<file path="src/rtl/prom_pkg.sv">
// Shared types and defaults for the PROM image writer.
package prom_pkg;

  localparam int unsigned DEPTH_DEF  = 256;
  localparam int unsigned DATA_W_DEF = 4;
  localparam int unsigned ADDR_W     = 8;

  typedef enum logic [3:0] {
    IDLE,
    LOAD,
    WR_LO,
    WR_HI,
    CSUM,
    VERIFY,
    DRAIN,
    DONE,
    ERROR
  } state_e;

  typedef enum logic [1:0] {
    ERR_NONE     = 2'b00,
    ERR_CSUM     = 2'b01,
    ERR_READBACK = 2'b10
  } err_code_e;

endpackage

</file>
<file path="src/rtl/prom_writer.sv">
// Loads a byte stream into a nibble-wide PROM image, checks the stream checksum,
// then reads the whole image back and checks it against the same checksum.
module prom_writer
  import prom_pkg::*;
#(
  parameter int unsigned DEPTH  = DEPTH_DEF,
  parameter int unsigned DATA_W = DATA_W_DEF
) (
  input  logic                clk,
  input  logic                reset,
  input  logic                start,
  input  logic                in_valid,
  input  logic [2*DATA_W-1:0] in_data,
  output logic                in_ready,
  output logic                mem_we,
  output logic                mem_re,
  output logic [ADDR_W-1:0]   mem_addr,
  output logic [DATA_W-1:0]   mem_wdata,
  input  logic [DATA_W-1:0]   mem_rdata,
  output logic                busy,
  output logic                done,
  output logic                err,
  output logic [1:0]          err_code
);

  localparam int unsigned BYTE_W = 2 * DATA_W;
  localparam int unsigned IDX_W  = (DEPTH > 2) ? $clog2(DEPTH / 2) : 1;

  state_e              state, state_n;
  logic [IDX_W-1:0]    idx, idx_n;
  logic [BYTE_W-1:0]   byte_q, byte_n;
  logic [BYTE_W-1:0]   sum_q, sum_n;
  logic [BYTE_W-1:0]   exp_q, exp_n;
  logic [BYTE_W-1:0]   vsum_q, vsum_n;
  logic [BYTE_W-1:0]   vsum_add;
  logic [DATA_W-1:0]   lo_q, lo_n;
  logic                pend_q, pend_n;
  logic                pend_odd_q, pend_odd_n;
  logic                mem_we_n, mem_re_n;
  logic [ADDR_W-1:0]   mem_addr_n;
  logic [DATA_W-1:0]   mem_wdata_n;
  logic                busy_n, done_n, err_n;
  err_code_e           err_code_q, err_code_n;

  assign in_ready = (state == LOAD) || (state == CSUM);
  assign err_code = err_code_q;

  // State and all registered outputs.
  always_ff @(posedge clk or posedge reset) begin
    if (reset) begin
      state      <= IDLE;
      idx        <= '0;
      byte_q     <= '0;
      sum_q      <= '0;
      exp_q      <= '0;
      vsum_q     <= '0;
      lo_q       <= '0;
      pend_q     <= 1'b0;
      pend_odd_q <= 1'b0;
      mem_we     <= 1'b0;
      mem_re     <= 1'b0;
      mem_addr   <= '0;
      mem_wdata  <= '0;
      busy       <= 1'b0;
      done       <= 1'b0;
      err        <= 1'b0;
      err_code_q <= ERR_NONE;
    end else begin
      state      <= state_n;
      idx        <= idx_n;
      byte_q     <= byte_n;
      sum_q      <= sum_n;
      exp_q      <= exp_n;
      vsum_q     <= vsum_n;
      lo_q       <= lo_n;
      pend_q     <= pend_n;
      pend_odd_q <= pend_odd_n;
      mem_we     <= mem_we_n;
      mem_re     <= mem_re_n;
      mem_addr   <= mem_addr_n;
      mem_wdata  <= mem_wdata_n;
      busy       <= busy_n;
      done       <= done_n;
      err        <= err_n;
      err_code_q <= err_code_n;
    end
  end

  // Next state, datapath and outputs.
  always_comb begin
    state_n     = state;
    idx_n       = idx;
    byte_n      = byte_q;
    sum_n       = sum_q;
    exp_n       = exp_q;
    vsum_n      = vsum_q;
    lo_n        = lo_q;
    pend_n      = 1'b0;
    pend_odd_n  = 1'b0;
    mem_we_n    = 1'b0;
    mem_re_n    = 1'b0;
    mem_addr_n  = mem_addr;
    mem_wdata_n = mem_wdata;
    done_n      = done;
    err_n       = err;
    err_code_n  = err_code_q;
    vsum_add    = vsum_q + {mem_rdata, lo_q};

    // Read data returns one cycle after the strobe; odd addresses close a byte.
    if (pend_q) begin
      if (pend_odd_q) vsum_n = vsum_add;
      else            lo_n   = mem_rdata;
    end

    case (state)
      IDLE, DONE, ERROR: begin
        if (start) begin
          state_n    = LOAD;
          idx_n      = '0;
          sum_n      = '0;
          vsum_n     = '0;
          done_n     = 1'b0;
          err_n      = 1'b0;
          err_code_n = ERR_NONE;
        end
      end
      LOAD: begin
        if (in_valid) begin
          byte_n      = in_data;
          sum_n       = sum_q + in_data;
          state_n     = WR_LO;
          mem_we_n    = 1'b1;
          mem_addr_n  = ADDR_W'({idx, 1'b0});
          mem_wdata_n = in_data[DATA_W-1:0];
        end
      end
      WR_LO: begin
        state_n     = WR_HI;
        mem_we_n    = 1'b1;
        mem_addr_n  = ADDR_W'({idx, 1'b1});
        mem_wdata_n = byte_q[BYTE_W-1:DATA_W];
      end
      WR_HI: begin
        idx_n   = idx + IDX_W'(1);
        state_n = (idx == IDX_W'(DEPTH / 2 - 1)) ? CSUM : LOAD;
      end
      CSUM: begin
        if (in_valid) begin
          exp_n = in_data;
          if (in_data != sum_q) begin
            state_n    = ERROR;
            err_n      = 1'b1;
            err_code_n = ERR_CSUM;
          end else begin
            state_n    = VERIFY;
            mem_re_n   = 1'b1;
            mem_addr_n = '0;
          end
        end
      end
      VERIFY: begin
        pend_n     = 1'b1;
        pend_odd_n = mem_addr[0];
        if (mem_addr == ADDR_W'(DEPTH - 1)) begin
          state_n = DRAIN;
        end else begin
          mem_re_n   = 1'b1;
          mem_addr_n = mem_addr + ADDR_W'(1);
        end
      end
      DRAIN: begin
        // The final odd-address nibble arrives this cycle, so compare the live sum.
        if (vsum_add == exp_q) begin
          state_n = DONE;
          done_n  = 1'b1;
        end else begin
          state_n    = ERROR;
          err_n      = 1'b1;
          err_code_n = ERR_READBACK;
        end
      end
      default: state_n = IDLE;
    endcase

    busy_n = !(state_n inside {IDLE, DONE, ERROR});
  end

endmodule

</file>
<file path="config.mk">
export PLATFORM = sky130hd
export DESIGN_NAME = prom_writer
export DESIGN_NICKNAME = d
export VERILOG_FILES = /design/src/rtl/prom_pkg.sv /design/src/rtl/prom_writer.sv
export SDC_FILE = /design/constraint.sdc
export NUM_CORES = 1
export LEC_CHECK = 0
export CORE_UTILIZATION = 46
export CTS_CLUSTER_DIAMETER = 120
export DETAILED_ROUTE_END_ITERATION = 12
export DONT_BUFFER_PORTS = 1
export GPL_TIMING_DRIVEN = 0
export PLACE_DENSITY_LB_ADDON = 0.15
export SKIP_CTS_REPAIR_TIMING = 1
export SLEW_MARGIN = 20
export SYNTH_ARGS = -nofsm -noshare
export SYNTH_HDL_FRONTEND = slang
export SYNTH_SLANG_ARGS = --single-unit
</file>
<file path="constraint.sdc">
create_clock -name clk -period 5.5 [get_ports clk]
set_clock_uncertainty 0.2 [all_clocks]
set_input_delay 0.825 -clock clk [delete_from_list [all_inputs] [get_ports clk]]
set_output_delay 0.825 -clock clk [all_outputs]
set_load 0.02 [all_outputs]
</file>
* Yosys cells after proc, flatten, opt, wreduce, memory -nomap -nowiden
Cells that the tools add are included.
** Word-level totals
- Register bits :: 68
- Bits of input ports :: 16
- Output and inout port bits :: 20
- Logic and storage cells :: 109
** Cells by class
- $add $sub $neg :: 4
- Equality and inequality tests :: 22
- Mux-type cells :: 44
- Bitwise gates (word level) :: 1
- Reduce and logical (&&, ||, !) cells :: 21
** Operator list (count)
- $mux W8 :: 10
- $pmux W8 S4 :: 1
- $mux W4 :: 7
- $pmux W4 S7 :: 1
- $eq A4 B3 Y1 const B :: 5
- $add A8 B8 Y8 :: 2
- $pmux W8 S2 :: 1
- $ne A2 B2 Y1 const B :: 7
- $pmux W7 S2 :: 1
- $mux W1 :: 11
- $reduce_and A2 Y1 :: 5
- $reduce_and A5 Y1 :: 2
- $add A8 B1 Y8 const B :: 1
- $eq A4 B2 Y1 const B :: 2
- $eq A4 B4 Y1 const B :: 2
- $eq A8 B8 Y1 :: 1
- $eq A8 B8 Y1 const B :: 1
- $logic_not A4 Y1 :: 2
- $mux W2 :: 4
- $ne A8 B8 Y1 :: 1
- $pmux W4 S2 :: 1
- $reduce_bool A2 Y1 :: 4
- $add A7 B1 Y7 const B :: 1
- $eq A7 B7 Y1 const B :: 1
- 14 further kinds :: 18

* Logic depth before layout (Yosys ltp)
- Depth in word-level cells :: 7
- Mapped depth :: 8
- Depth with buffers taken out :: 8

* Worst setup path before layout
No wires, ideal clock.
- Path kind :: input port to flip-flop
- Start point :: in mem_rdata[1]
- End point :: reg state[3]
- Library setup time :: 0.134 ns
- Arrival time :: 2.495 ns
- Data required time :: 5.166 ns
- Path slack :: 2.672 ns
- Cell stages on the path :: 8
- Path buffers :: 1
- Path through :: ha_1 -> buf_6 -> xnor2_2 -> a211o_1 -> a211o_1 -> a2111oi_4 -> a31o_1 -> o211ai_1
** Between the ends
- Longest elaborated chain between the ends :: 4
** RTL lines
- from (decl) :: line prom_writer.sv:19 : input logic [DATA_W-1:0] mem_rdata,
- $add A8 B8 Y8 :: line prom_writer.sv:107 : vsum_add = vsum_q + {mem_rdata, lo_q};
- $eq A8 B8 Y1 :: line prom_writer.sv:173 : if (vsum_add == exp_q) begin
- $mux W4 :: line prom_writer.sv:173
- $pmux W4 S7 :: line prom_writer.sv:115 : case (state)
- named net state_n[3] :: line prom_writer.sv:29 : state_e state, state_n;
- to (signal assigned) :: line prom_writer.sv:69 : state <= state_n;
- to (decl) :: line prom_writer.sv:29
The timed path passes the listed nets, and every way through them passes these cells.
A chain may end at the register's enable or synchronous reset.

* Worst setup path after layout
- Start point :: reg vsum_q[0]
- End point :: reg done
** Between the ends
- Longest elaborated chain between the ends :: 4
** RTL lines
- from (decl) :: line prom_writer.sv:34 : logic [BYTE_W-1:0] vsum_q, vsum_n;
- from (signal assigned) :: line prom_writer.sv:74 : vsum_q <= vsum_n;
- $add A8 B8 Y8 :: line prom_writer.sv:107
- $eq A8 B8 Y1 :: line prom_writer.sv:173
- $ne A2 B2 Y1 (no line)
- $reduce_and A3 Y1 (no line)
- to (signal assigned) :: line prom_writer.sv:83 : done <= done_n;
- to (decl) :: line prom_writer.sv:21 : output logic done,
No other way between the ends.

==> summary.txt <==
Yosys
  • Avg Inst Size Synth: roughly 9.4 µm²
  • Asr flop ratio synth: between 90% and 100%
  • Cells after synthesis: 404
  • Syn_nets: roughly 440
  • Sequential share of the synthesized area: 42.1%
  • Dominant synthesized flop cell: dfrtp_1
  • Share of the synthesized area in the top cell type: a little over two fifths
  • Most common cell in the netlist: dfrtp_1
  • EDFF count, synth: 0
  • Post-Syn Area: 3810 µm²
  • Synth area leader: dfrtp_1
  • Post-synth top cells: 64 x dfrtp_1, 55 x nand2_1, 28 x nor2_1
  • Yosys cell types: 63
  • Top cells by area, synth: dfrtp_1 42%, nand2_1 5.4%, ha_1 5.3%
  • Yosys reg bits: 64
  • Yosys warns: 0

Finish
  • P&R area growth vs syn: 9.57%
  • Fraction of layout cells with a size suffix above 1: 12.1%
  • NumNets Final: between 400 and 500
  • Fillers: between 700 and 800
  • Antenna diode count: 0

Power and ir drop
  • Static leakage: between 2 and 2.5 nW
  • Power density over cell area: around 390 nW/µm²
  • VDD IR max: ~220 µV

Clock network
  • CTS H-tree lvls: 3
  • Worst-path clk slew: around 80 ps
  • CTS tree: yes
  • Clock tree root buffer cell: clkbuf_8
  • Total clock sinks: 64
  • Number of CTS-inserted buffers: 9
  • Worst-Skew Late Latency: around 350 ps
  • Clk buf depth: 2

Placement
  • Final HPWL DP: ~6.3 mm
  • Placer congestion estimate: 0.818
  • IO Port Bufs: 0
  • Worst slack, placed: between 2000 and 2500 ps

Route
  • DRT Wirelength: ~8.6 mm
  • DR vias: roughly 3000
  • Wire per inst: approximately 16 µm
  • Via/cell ratio: around 5.8
  • Pre-antenna DRT Iters: 5
  • DRC viols: 0
  • Iteration-0 DRC Markers: between 150 and 200
  • Routed Antenna Nets: 0

Setup path
  • Worst EP required: 5570 ps
  • R2R setup slack: about 2600 ps
  • Startpoint Class: flip-flop
  • Crit path largest cell delay: 500 ps
  • Crit-path most repeated cell: a21oi_2
  • CP Depth: 8
  • Setup crit end kind: flip-flop
  • Reg-to-Reg End: done$_DFFE_PP0P_
  • Crit path to: done$_DFFE_PP0P_
  • Kind of critical path: reg -> reg
  • CP Launch Point: vsum_q[0]$_DFF_PP0_
  • Largest delay share family, worst path: compound AO/OA/AOI/OAI gates
  • R2R depth: 8
  • CP Cell Sequence: ha_1 -> fa_1 -> a21o_1 -> a21oi_2 -> o221ai_1 -> a2111oi_4 -> nand4b_4 -> a21oi_2
  • Worst Path Max Fanout: 5
  • Crit path DAT: a little under 3000 ps
  • Slowest cell on the critical path: a2111oi_4
  • CP Buf/Inv Count: 0
  • Reg2Reg Launch Point: vsum_q[0]$_DFF_PP0_

Floorplanning
  • Die area: 8640 µm²
  • Initial core utilization: 48.5%
  • IO Pins: 36
  • Chip width: ~93 µm
  • Core area: about 7800 µm²
  • Row count: 32
  • Die extent in y: 93.0 µm

Global route
  • Gr ovfl total: 0
  • GRT Overall Usage: between 20 and 25%
  • First-pass GRT wire length: 14.2 mm
  • Initial antenna violation count: 0
  • Largest net degree at the start of global routing: between 50 and 60
  • Vias in the first global route: ~2800

Timing
  • Setup ws final: around 2600 ps
  • RSZ-0062 raised after global routing: false
  • Worst-Margin Slew: between 800 and 900 ps
  • Hold Fails Final Rpt: 0
  • Final period util: between 50 and 60%
  • Slew margin rel.: 42.7%
  • Setup Viol. Count Final: 0
  • Fmax: between 300 and 400 MHz
  • Setup_tns: 0 ps
  • Slew Limit Fails: 0
  • Final min period: between 2000 and 3000 ps

Run
  • Maxcap violations: 0

Run status
  • Status: completed

Hold path
  • Min-delay worst type: in -> async
## layout by cell type (no fill, tap or decap), types with 3 or more instances in the layout
master,n
dfrtp_1,64
nand2_1,55
nor2_1,28
a21oi_1,27
o21ai_0,26
nand3_1,18
ha_1,16
inv_1,13
nor3_1,13
mux2_2,12
clkbuf_8,11
xnor2_1,10
xor2_1,9
and3_1,8
clkbuf_1,7
buf_2,7
a22oi_1,6
nor3b_1,5
nor2b_1,5
a21o_1,4
a211o_1,4
and2_1,4
nand4_1,3
a31oi_1,3
or3_1,3
a21oi_2,3
o221ai_1,3
mux2i_1,3
## final cells by class
| type | instances | area [µm²] | share of cell area, % |
|---|---|---|---|
| Clock inverter | 5 | 55.1 | 1.32 |
| Multi-Input combinational cell | 310 | 2080 | 49.8 |
| Sequential cell | 64 | 1600 | 38.4 |
| Tap cell | 102 | 128 | 3.06 |
| Inverter | 14 | 55.1 | 1.32 |
| Clock buffer | 11 | 151 | 3.63 |
| Buffer | 16 | 76.3 | 1.83 |
| Timing Repair Buffer | 1 | 27.5 | 0.660 |
## sequential cells by signal (all words and copies together), names as in the netlist, 2 cells and up
register   cells
err_code       2
idx            7
mem_addr       8
exp_q          8
vsum_q         8
lo_q           4
state          4
sum_q          8
mem_wdata      4
byte_q         4
## worst min-delay path by stage
stage / from / to / slack [ps]
after floorplan: byte_q[4]$_DFFE_PP0P_ / byte_q[4]$_DFFE_PP0P_ / 250
after global placement: byte_q[4]$_DFFE_PP0P_ / byte_q[4]$_DFFE_PP0P_ / 260
after detailed placement: byte_q[6]$_DFFE_PP0P_ / byte_q[6]$_DFFE_PP0P_ / 270
after CTS: reset / done$_DFFE_PP0P_ / 50
after global routing: reset / lo_q[1]$_DFFE_PP0P_ / 50
final: reset / lo_q[3]$_DFFE_PP0P_ / 50
## report_power, final
part	switching, mW	internal [mW]
Clock	0.193	0.232
Sequential	0.156	0.574
Combinational	0.291	0.184
## kinds of logic after synthesis
group	share of synthesized area, %
buffers and inverters	3.39
AND/OR/NAND/NOR	19.8
XOR/XNOR	6.25
AO/OA/AOI/OAI	17.9
adder cells (fa/ha/maj)	6.31
flip-flops	42.1
multiplexers	4.34
## stage by stage
step,instances,power (mW),hold WS (ps),instance area (µm²),util [%]
after detailed placement,507,1.21,268,3960,50.5
final,523,1.63,51.7,4170,53.1
after floorplan,404,1.08,247,3810,-
after CTS,523,1.64,48.1,4170,53.1
after global placement,506,1.20,263,3930,50.1
after global routing,523,1.74,48.8,4170,53.1
## routing by layer
| metal | vias to the layer above | track usage (%) | share of wire (%) |
|---|---|---|---|
| li1 | 1477 | - | - |
| met1 | 1453 | 31.5 | 48 |
| met2 | 67 | 30.8 | 45 |
| met3 | 14 | 5.17 | 5.1 |
| met4 | 0 | 8.33 | 1.9 |
| met5 | - | 0 | 0 |
(Power assumes the default switching activity.)
